## src/rtl/montgomery_pkg.sv

```systemverilog
// Shared constants and state encoding for the Montgomery modular-exponentiation sequencer.
// All arithmetic is modulo the fixed 64-bit modulus N; R = 2^64.
package montgomery_pkg;

  localparam logic [63:0] N       = 64'hFFFF_FFFF_FFFF_FFF1;
  localparam logic [63:0] N_INV   = 64'hEEEE_EEEE_EEEE_EEEF;
  localparam logic [63:0] R2      = 64'h0000_0000_0000_00E1;
  localparam logic [63:0] ONE_BAR = 64'h0000_0000_0000_000F;

  typedef enum logic [2:0] {
    DRAIN,
    IDLE,
    CONV_IN,
    LOOP,
    CONV_OUT,
    DONE
  } modexp_state_t;

  typedef struct packed {
    logic [63:0] a;
    logic [63:0] b;
  } mul_req_t;

endpackage

```

## src/rtl/modexp_tag_fifo.sv

```systemverilog
// Two-entry in-order FIFO of 1-bit tags recording whether each in-flight engine op was a MUL or a SQR.
// Push and pop may occur in the same cycle, including when full.
module modexp_tag_fifo (
  input  logic clk,
  input  logic rst,
  input  logic push,
  input  logic din,
  input  logic pop,
  output logic dout,
  output logic empty,
  output logic full
);

  logic [1:0] mem;
  logic       wr_ptr;
  logic       rd_ptr;
  logic [1:0] cnt;
  logic       do_push;
  logic       do_pop;

  assign do_pop  = pop && !empty;
  assign do_push = push && (!full || do_pop);

  always_ff @(posedge clk or posedge rst) begin
    if (rst) begin
      mem    <= '0;
      wr_ptr <= 1'b0;
      rd_ptr <= 1'b0;
      cnt    <= '0;
    end else begin
      if (do_push) begin
        mem[wr_ptr] <= din;
        wr_ptr      <= ~wr_ptr;
      end
      if (do_pop) rd_ptr <= ~rd_ptr;
      cnt <= cnt + {1'b0, do_push} - {1'b0, do_pop};
    end
  end

  assign dout  = mem[rd_ptr];
  assign empty = (cnt == 2'd0);
  assign full  = (cnt == 2'd2);

endmodule

```

## src/rtl/montgomery_modexp_ctrl.sv

```systemverilog
// Right-to-left square-and-multiply sequencer for base^exp mod N over one shared Montgomery engine.
// Domain conversion in and out also runs on the engine; MUL and SQR of an iteration overlap in its pipeline.
module montgomery_modexp_ctrl
  import montgomery_pkg::*;
#(
  parameter int EXP_W     = 64,
  parameter int DRAIN_CYC = 16
) (
  input  logic             clk,
  input  logic             rst,
  input  logic [63:0]      base,
  input  logic [EXP_W-1:0] exp,
  input  logic             taken,
  output logic             ready_in,
  output logic [63:0]      result,
  output logic             ready_out,
  input  logic             given,
  output logic [63:0]      mul_a,
  output logic [63:0]      mul_b,
  output logic             mul_taken,
  input  logic             mul_ready_in,
  input  logic [63:0]      mul_out,
  input  logic             mul_ready_out,
  output logic             mul_given
);

  localparam int CNT_W = $clog2(DRAIN_CYC + 1);

  modexp_state_t    state, state_nx;
  logic [CNT_W-1:0] drain_cnt;
  logic [EXP_W-1:0] e_sh;
  logic [EXP_W-1:0] e_sh_nx;
  logic [63:0]      b_bar;
  logic [63:0]      r_bar;
  logic             cv_pend;
  logic             mul_done;
  logic             sqr_done;

  logic             issue_pending;
  logic             mul_given_c;
  logic             res_ok;
  logic             iter_end;
  mul_req_t         op;

  logic             tag_push;
  logic             tag_pop;
  logic             tag_out;
  logic             tag_empty;
  logic             tag_full;

  assign e_sh_nx  = e_sh >> 1;
  // conversion results only count once the single conversion op has left the issue stage
  assign res_ok   = mul_ready_out && !cv_pend;
  assign iter_end = tag_empty && mul_done && sqr_done;

  always_ff @(posedge clk or posedge rst) begin
    if (rst) state <= DRAIN;
    else     state <= state_nx;
  end

  always_comb begin
    state_nx      = state;
    ready_in      = 1'b0;
    ready_out     = 1'b0;
    issue_pending = 1'b0;
    mul_given_c   = 1'b0;
    op            = '{a: b_bar, b: b_bar};
    case (state)
      DRAIN: begin
        mul_given_c = mul_ready_out;
        if (drain_cnt == CNT_W'(DRAIN_CYC - 1)) state_nx = IDLE;
      end
      IDLE: begin
        ready_in = 1'b1;
        if (taken) state_nx = CONV_IN;
      end
      CONV_IN: begin
        issue_pending = cv_pend;
        op            = '{a: b_bar, b: R2};
        mul_given_c   = mul_ready_out;
        if (res_ok) state_nx = (e_sh != '0) ? LOOP : CONV_OUT;
      end
      LOOP: begin
        issue_pending = !mul_done || !sqr_done;
        op            = !mul_done ? '{a: r_bar, b: b_bar} : '{a: b_bar, b: b_bar};
        mul_given_c   = mul_ready_out;
        if (iter_end && e_sh_nx == '0) state_nx = CONV_OUT;
      end
      CONV_OUT: begin
        issue_pending = cv_pend;
        op            = '{a: r_bar, b: 64'd1};
        mul_given_c   = mul_ready_out;
        if (res_ok) state_nx = DONE;
      end
      DONE: begin
        ready_out = 1'b1;
        if (given) state_nx = IDLE;
      end
      default: state_nx = DRAIN;
    endcase
  end

  assign mul_a     = op.a;
  assign mul_b     = op.b;
  assign mul_taken = issue_pending && mul_ready_in;
  assign mul_given = mul_given_c && !rst;

  always_ff @(posedge clk or posedge rst) begin
    if (rst) begin
      drain_cnt <= '0;
      e_sh      <= '0;
      b_bar     <= '0;
      r_bar     <= '0;
      result    <= '0;
      cv_pend   <= 1'b0;
      mul_done  <= 1'b1;
      sqr_done  <= 1'b1;
    end else begin
      if (mul_taken) cv_pend <= 1'b0;
      case (state)
        DRAIN: drain_cnt <= drain_cnt + 1'b1;
        IDLE: begin
          if (taken) begin
            b_bar   <= base;
            e_sh    <= exp;
            r_bar   <= ONE_BAR;
            cv_pend <= 1'b1;
          end
        end
        CONV_IN: begin
          if (res_ok) begin
            b_bar    <= mul_out;
            mul_done <= ~e_sh[0];
            sqr_done <= (e_sh_nx == '0);
            if (e_sh == '0) cv_pend <= 1'b1;
          end
        end
        LOOP: begin
          if (mul_taken) begin
            if (!mul_done) mul_done <= 1'b1;
            else           sqr_done <= 1'b1;
          end
          // both ops of an iteration read the old b_bar; SQR is issued before any result lands
          if (mul_ready_out && !tag_empty) begin
            if (tag_out) r_bar <= mul_out;
            else         b_bar <= mul_out;
          end
          if (iter_end) begin
            e_sh     <= e_sh_nx;
            mul_done <= ~e_sh_nx[0];
            sqr_done <= ((e_sh_nx >> 1) == '0);
            if (e_sh_nx == '0) cv_pend <= 1'b1;
          end
        end
        CONV_OUT: if (res_ok) result <= mul_out;
        default: ;
      endcase
    end
  end

  assign tag_push = (state == LOOP) && mul_taken;
  assign tag_pop  = (state == LOOP) && mul_ready_out;

  modexp_tag_fifo u_tag_fifo (
    .clk   (clk),
    .rst   (rst),
    .push  (tag_push),
    .din   (!mul_done),
    .pop   (tag_pop),
    .dout  (tag_out),
    .empty (tag_empty),
    .full  (tag_full)
  );

endmodule

```

## config.mk

```make
export PLATFORM = sky130hd
export DESIGN_NAME = montgomery_modexp_ctrl
export DESIGN_NICKNAME = d
export VERILOG_FILES = /design/src/rtl/montgomery_pkg.sv /design/src/rtl/modexp_tag_fifo.sv /design/src/rtl/montgomery_modexp_ctrl.sv
export SDC_FILE = /design/constraint.sdc
export NUM_CORES = 1
export LEC_CHECK = 0
export CAP_MARGIN = 40
export CORE_MARGIN = 2
export CORE_UTILIZATION = 40
export DETAILED_ROUTE_END_ITERATION = 7
export GPL_TIMING_DRIVEN = 0
export PLACE_DENSITY = 0.66
export SKIP_CTS_REPAIR_TIMING = 1
export SLEW_MARGIN = 10
export SYNTH_ARGS = -nofsm -noshare
export SYNTH_HDL_FRONTEND = slang
export SYNTH_SLANG_ARGS = --single-unit
```

## constraint.sdc

```tcl
create_clock -name clk -period 11.51 [get_ports clk]
set_clock_uncertainty 0.15 [all_clocks]
set_input_delay 2.302 -clock clk [delete_from_list [all_inputs] [get_ports clk]]
set_output_delay 2.302 -clock clk [all_outputs]
set_load 0.02 [all_outputs]
```

Word level (Yosys, flattened, before mapping)
Index checks and enable logic that the tools add are counted.
{ "totals": {"reg_bits": 273, "output_inout_bits": 196, "word_cells": 127} }
{ "classes": {"add_sub_neg": 3, "order_cmp": 3, "eq_ne": 19, "n_mux": 47, "bitwise": 4, "reduce_logical": 38} }
{ "op_table": {"columns": ["operator", "count"], "rows": [
  ["64-bit 2-to-1 mux", 9],
  ["128-bit case mux with 3 select lines", 1],
  ["64-bit case mux with 2 select lines", 2],
  ["64-bit logical NOT", 3],
  ["64-bit case mux with 3 select lines", 1],
  ["128-bit 2-to-1 mux", 1],
  ["64-bit nonzero test", 1],
  ["3-bit 2-to-1 mux", 7],
  ["2-bit inequality test (second input constant)", 10],
  ["1-bit 2-to-1 mux", 19],
  ["3-bit case mux with 6 select lines", 1],
  ["1-bit logical AND", 12],
  ["4-bit AND reduction", 2],
  ["3-bit by 2-bit == test with 1-bit output (second input constant)", 2],
  ["3-bit == test (second input constant)", 2],
  ["1-bit logical NOT", 6],
  ["3-bit inequality test (second input constant)", 2],
  ["1-bit case mux with 2 select lines", 3],
  ["3-bit AND reduction", 2],
  ["6-bit AND reduction", 1],
  ["5-bit by 1-bit adder with 5-bit output (second input constant)", 1],
  ["5-bit by 4-bit == test with 1-bit output (second input constant)", 1],
  ["5-bit AND reduction", 1],
  ["1-bit by 2-bit less-than comparator with 1-bit output (second input constant)", 2],
  ["other kinds (17)", 22]
]} }

Longest topological paths before layout
Gate-level depths: netlist of the first run.
{ "logic_depth": {"word_depth": 8, "mapped_depth": 9, "depth_no_buf": 8} }

Modules after synthesis
A second synthesis of the first run with hierarchy kept.
{ "unflattened": {"cells_unflattened": 1347, "area_unflattened_um2": 13197.7} }
{ "by_module_without_submodules": {"columns": ["module", "n_inst", "cells_each", "area_each_um2"], "rows": [
  ["montgomery_modexp_ctrl", 1, 1318, 12863.6],
  ["modexp_tag_fifo", 1, 29, 334.1]
]} }

Worst setup path before layout of the first run
Ideal clock, no wire load.
{ "synth_path": {"path_type": "input port to output port", "startpoint": "input rst", "endpoint": "output mul_given", "t_arrival_ps": 8933, "t_required_ps": 9058, "setup_slack_ps": 125, "path_stages": 2, "cell_sequence": "inv_1 and4_1"} }
{ "synth_between": {"elab_chain_cells": 2} }
{ "synth_rtl": {"columns": ["element", "line_no", "text"], "rows": [
  ["from (decl)", "montgomery_modexp_ctrl.sv:10", "input logic rst,"],
  ["1-bit logical NOT (no line)", null, null],
  ["1-bit logical AND", "montgomery_modexp_ctrl.sv:106", "assign mul_given = mul_given_c && !rst;"],
  ["to (decl)", "montgomery_modexp_ctrl.sv:24", "output logic mul_given"]
]} }
Every way passes these cells.

Final worst setup path of the first run
Same ends and word-level chain as after synthesis.

==> impl_results.md, run 1 <==
* Met2 usage at 45.3%
* Fmax at 151 MHz
* Async set or reset register ratio after synthesis at 100%
* Reg clk slew, reported paths at 0.06 ns
* Outcome: completed
* PortBufs at 393
* Grt met3 use at 6.13%
* DRC viols at 0
* Reg2reg path depth at 6
* Yosys reg bits at 273
* GR Util met1 at 35.3%
* Worst slew margin relative to its limit at 41.4%
* Clk buf depth at 3
* GRT Overall Usage at 27.1%
* Mapped Avg Cell Area at 10.5 um^2
* Synthesized area at 13100 um^2
* Number of flops mapped to enable cells by yosys at 0
* Dpl cells at 2097
* Die extent in x at 185 um
* DRT iter0 DRCs at 579
* Post-Synthesis Cells at 1254
* CTS Buf Count at 31
* Leakage power at 8.71 nW
* Final std cells w/o fill at 2155
* Startpoint Class: primary input
* Largest net degree at the start of global routing at 113
* Core Area at 32500 um^2
* Hpwl dp at 34700 um
* CP endpoint kind: output pin
* Final Hold Viols at 0
* Initial Util at 40.5%
* Fillers at 2902
* Count of different cell masters after synthesis at 49
* GRT overflow at 0
* CTS tree: built
* Syn Nets at 1456
* Hold WS at 0.313 ns
* Slowest stage delay, CP at 0.61 ns
* Crit-path cells: clkdlybuf4s50_1, inv_8, and4_1, clkdlybuf4s50_1
* Final ANT Viol Nets at 0
* Drt total wl at 47200 um
* Nets at 1891
* Max VDD drop at 178 uV
* Vias in the first global route at 11400
* Measured slew at the worst slew-check pin at 0.878 ns
* CP Data Required Time at 9.06 ns
* Worst hold path class: reg2reg
* Area contributors post-synth: dfrtp_1, mux2_2, mux2i_1
* Seq/Total Area, Yosys at 52.0%
* Syn-to-layout area delta at 42.9%
* Critical path depth at 4
* Vias at 11200
* WHS Path Cells at 2
* CTS root buf: clkbuf_16
* CP most frequent cell: clkdlybuf4s50_1
* # rows at 66
* IO Count at 394
* Vias/cell at 5.18
* Clock sink count at 273
* Setup Crit Path Kind: in2out
* Ys Warns at 0
* GP Congestion at 0.862
* Initial antenna violation count at 2
* H-tree level count at 1
* Area share of the largest cell type after synthesis at 51.6%
* CP bufs+invs at 3
* Synth Flop Type: dfrtp_1
* Max-slew violations at 0
* Register Area at 6830 um^2
* CP Data Arrival Time at 4.18 ns
* Overall Power at 6.05 mW
* Slowest CP cell: clkdlybuf4s50_1
* Max-Cap Viols at 0
* Routed wire length per instance at 21.9 um
* RSZ-0062 raised after global routing: false
* Final min period at 6.63 ns
* Multi-input gate area at 5860 um^2
* CP max FO at 82
* Power density cells at 322 nW/um^2
* Drt first pass iters at 7
* DIE HEIGHT at 185 um
* Final setup violation count at 0
* Most used routing layer: met2
* Worst-Skew Late Latency at 0.57 ns
* First-pass GRT wire length at 70500 um
* Crit share post-route at 57.6%
* Top delay family on crit path: buffers and inverters
* Layout cells sized above 1 at 14.5%
* Total die area at 34300 um^2
* Leading area contributor after synthesis: dfrtp_1
## kinds of logic (layout without fill, tap and decap cells)
family / count (synthesis) / after routing / share of synthesized area [%]
simple gates: 441 / 441 / 15.4
flops: 273 / 273 / 52.0
mux: 261 / 261 / 21.1
compound gates: 168 / 168 / 7.11
buf+inv: 99 / 556 / 3.42
xor+xnor: 8 / 8 / 0.533
fa+ha+maj: 4 / 4 / 0.381
other cells: 0 / 2 / 0
## per-layer routing
metal | part of all wire (%) | up-vias
li1 | - | 5207
met1 | 42 | 5483
met2 | 48 | 391
met3 | 7.6 | 73
met4 | 2.6 | 0
met5 | 0 | -
## cells in the final DEF (no fill, tap or decap), drive strengths merged, types with 3 or more instances in the layout
master	count
clkbuf	83
inv	13
o22ai	4
dfrtp	271
mux2	131
nor4	17
nor2b	62
nor2	83
o22a	6
ha	4
buf	59
nand3	63
o21ai	68
nand2b	4
nand4	5
xnor2	5
a21oi	76
clkinv	6
mux2i	130
nand2	192
xor2	3
clkdlybuf4s50	393
## worst register-to-register path, stage by stage, from the launching register on
cell and delay, ns:
dfrtp_1 0.44, nand2b_1 0.26, nor3b_4 0.53, a2bb2oi_2 0.73, buf_4 0.32, nand3_1 0.10
nand2_1 0.10
## through the flow
| step | util, % | instance area, um^2 | setup TNS (ns) | setup WS (ns) |
|---|---|---|---|---|
| 5_1_grt | 57.9 | 18800 | 0 | 4.74 |
| 3_5_place_dp | 54.7 | 17800 | 0 | 4.82 |
| 4_1_cts | 57.8 | 18800 | 0 | 4.82 |
| 2_1_floorplan | - | 13100 | 0 | 0.125 |
| 6_report | 57.9 | 18800 | 0 | 4.88 |
| 3_3_place_gp | 54.3 | 17600 | -649.32 | -3.51 |
## synthesized netlist by cell type, types with 5 or more instances
cell type / instances
mux2i_1: 130
o22a_1: 6
nor2b_1: 62
o21ai_0: 44
o21ai_1: 24
a21oi_1: 76
inv_1: 12
nand4_1: 5
nor2_1: 82
nor4_1: 16
xnor2_1: 5
dfrtp_1: 271
nand2_1: 192
buf_2: 44
clkbuf_1: 37
buf_4: 6
mux2_2: 131
nand3_1: 63
## worst paths after layout
path	from	endpoint	slack (ns)
max	rst	mul_given	4.88
min	r_bar[43]	r_bar[43]	0.31
max reg2reg	state[1]	r_bar[55]	8.83
min reg2reg	r_bar[43]	r_bar[43]	0.31
max in group asynchronous	rst	result[26]	7.76
min in group asynchronous	rst	result[62]	2.07
## sequential cells by signal, summed over array words and instances, names as in the netlist
signal	count
result	64
state	3
b_bar	64
u_tag_fifo.rd_ptr	1
r_bar	64
e_sh	64
cv_pend	1
drain_cnt	5
mul_done	1
u_tag_fifo.wr_ptr	1
sqr_done	1
u_tag_fifo.mem	2
u_tag_fifo.cnt	2
## power breakdown
group          switching [mW]  internal [mW]
registers               0.277           1.38
clock network           0.403          0.581
logic                    1.93           1.48
total                    2.61           3.44
## layout make-up
| cell class | count | share of cell area (%) |
|---|---|---|
| inverter | 12 | 0.280 |
| tap | 442 | 2.94 |
| antenna | 2 | 0.0266 |
| sequential | 273 | 36.4 |
| clock inverter | 9 | 0.526 |
| buffer | 87 | 2.15 |
| clock buffer | 46 | 4.80 |
| timing repair buffer | 402 | 21.7 |
| multi-input combinational | 882 | 31.2 |
(Power assumes the default switching activity.)
==> run 2, diff against run 1 <==
==> constraint.sdc (replaced) <==
create_clock -name clk -period 6.25 [get_ports clk]
set_clock_uncertainty 0.15 [all_clocks]
set_input_delay 1.25 -clock clk [delete_from_list [all_inputs] [get_ports clk]]
set_output_delay 1.25 -clock clk [all_outputs]
set_load 0.02 [all_outputs]
==> run 2 against run 1 <==
Effect of this change:
- clock power is 110% higher
- sequential power is 84% higher
- register-to-register slack worse by 5.3 ns
- sequential cell count stayed put
- non-clock buffer count is 5 higher
- highest routed layer is now met5
- die area stayed put
- worst setup slack worse by 3.8 ns
- first-iteration DRC count is 16% higher
==> impl_results.md, run 2 (synthesis results as in run 1) <==
* Crit share post-route at 82.0%
* Overall Power at 11.4 mW
* Setup Crit Path Kind: in2out
* IO Count at 394
* Final setup violation count at 0
* Reg clk slew, reported paths at 0.06 ns
* DIE HEIGHT at 185 um
* Worst slew margin relative to its limit at 37.6%
* Startpoint Class: primary input
* CP Data Required Time at 4.85 ns
* Commonest cells after routing, fill and taps aside: clkdlybuf4s50_1, dfrtp_1, nand2_1
* Core Area at 32500 um^2
* Fillers at 2752
* Initial antenna violation count at 5
* Measured slew at the worst slew-check pin at 0.933 ns
* Setup_tns at 0 ns
* Die extent in x at 185 um
* Layout cells sized above 1 at 14.9%
* Commonest non-fill, non-tap cell in the layout: clkdlybuf4s50_1
* GP Congestion at 0.880
* Most used routing layer: met2
* Vias/cell at 5.23
* Initial Util at 40.5%
* Clk buf depth at 3
* Syn-to-layout area delta at 45.0%
* DRT iter0 DRCs at 670
* Final ANT Viol Nets at 0
* PortBufs at 393
* # rows at 66
* Power density cells at 596 nW/um^2
* CP Data Arrival Time at 3.72 ns
* Vias in the first global route at 11500
* CTS tree: built
* Grt met3 use at 6.23%
* Clock sink count at 273
* GR Util met1 at 35.2%
* CTS root buf: clkbuf_16
* Vias at 11300
* Outcome: completed
* Largest net degree at the start of global routing at 38
* Max VDD drop at 245 uV
* RSZ-0062 raised after global routing: false
* GRT overflow at 0
* Nets at 1900
* DRC viols at 0
* Leakage power at 8.83 nW
* Drt first pass iters at 5
* Final Hold Viols at 0
* Total die area at 34300 um^2
* First-pass GRT wire length at 69900 um
* Max-slew violations at 0
* CP endpoint kind: output pin
* Fmax at 195 MHz
* GRT Overall Usage at 27.1%
* Worst-Skew Late Latency at 0.51 ns
* H-tree level count at 2
* Hpwl dp at 35200 um
* CTS Buf Count at 35
* Routed wire length per instance at 21.8 um
* CP max FO at 30
* Final min period at 5.12 ns
* Max-Cap Viols at 0
* Drt total wl at 47200 um
* Met2 usage at 44.8%
* Worst hold path class: reg2reg
==> run 2: layer usage <==
| layer | share of wire (%) | vias up | routed length, um |
|---|---|---|---|
| met1 | 42 | 5576 | 19700 |
| li1 | - | 5237 | - |
| met5 | 0.057 | - | 27 |
| met3 | 7.7 | 87 | 3650 |
| met2 | 47 | 427 | 22400 |
| met4 | 3.1 | 4 | 1480 |
==> run 2: critical path, cell delays in order <==
cell	delay [ns]
clkdlybuf4s50_1	0.50
clkinvlp_4	0.61
buf_12	0.43
buf_16	0.19
and4_2	0.18
clkdlybuf4s50_1	0.54
==> run 2: layout make-up <==
type / count / area (um^2) / area share, %
plain buffers: 87 / 404 / 2.12
clock inverters: 10 / 165 / 0.867
multi-input cells: 882 / 5860 / 30.8
clock buffers: 52 / 991 / 5.20
inverters: 12 / 48.8 / 0.256
well taps: 442 / 553 / 2.90
repair buffers: 407 / 4190 / 22.0
diodes: 3 / 7.51 / 0.0394
flip-flops and latches: 273 / 6830 / 35.9
==> run 2: final timing paths <==
path	start	endpoint	slack [ns]	cells after the start
max reg2reg	state[0]	result[18]	3.57	5
min	r_bar[23]	r_bar[23]	0.31	2
max in group asynchronous	rst	b_bar[35]	3.75	5
min reg2reg	r_bar[23]	r_bar[23]	0.31	2
min in group asynchronous	rst	result[10]	1.06	2
max	rst	mul_given	1.13	6
==> run 2: power breakdown <==
part	internal, mW	switching (mW)	total (mW)
clock network	1.27	0.776	2.04
logic	2.73	3.53	6.26
registers	2.54	0.509	3.05
==> run 2: stage by stage <==
step	setup slack [ns]	std cells	instance area (um^2)	utilization [%]	hold WS, ns
5_1_grt	0.877	2167	19100	58.7	0.335
3_5_place_dp	1.05	2103	17900	55.1	0.300
6_report	1.13	2168	19100	58.7	0.311
2_1_floorplan	-1.27	1254	13100	-	0.283
4_1_cts	1.05	2165	19000	58.7	0.313
3_3_place_gp	-4.38	2089	17600	54.3	0.294
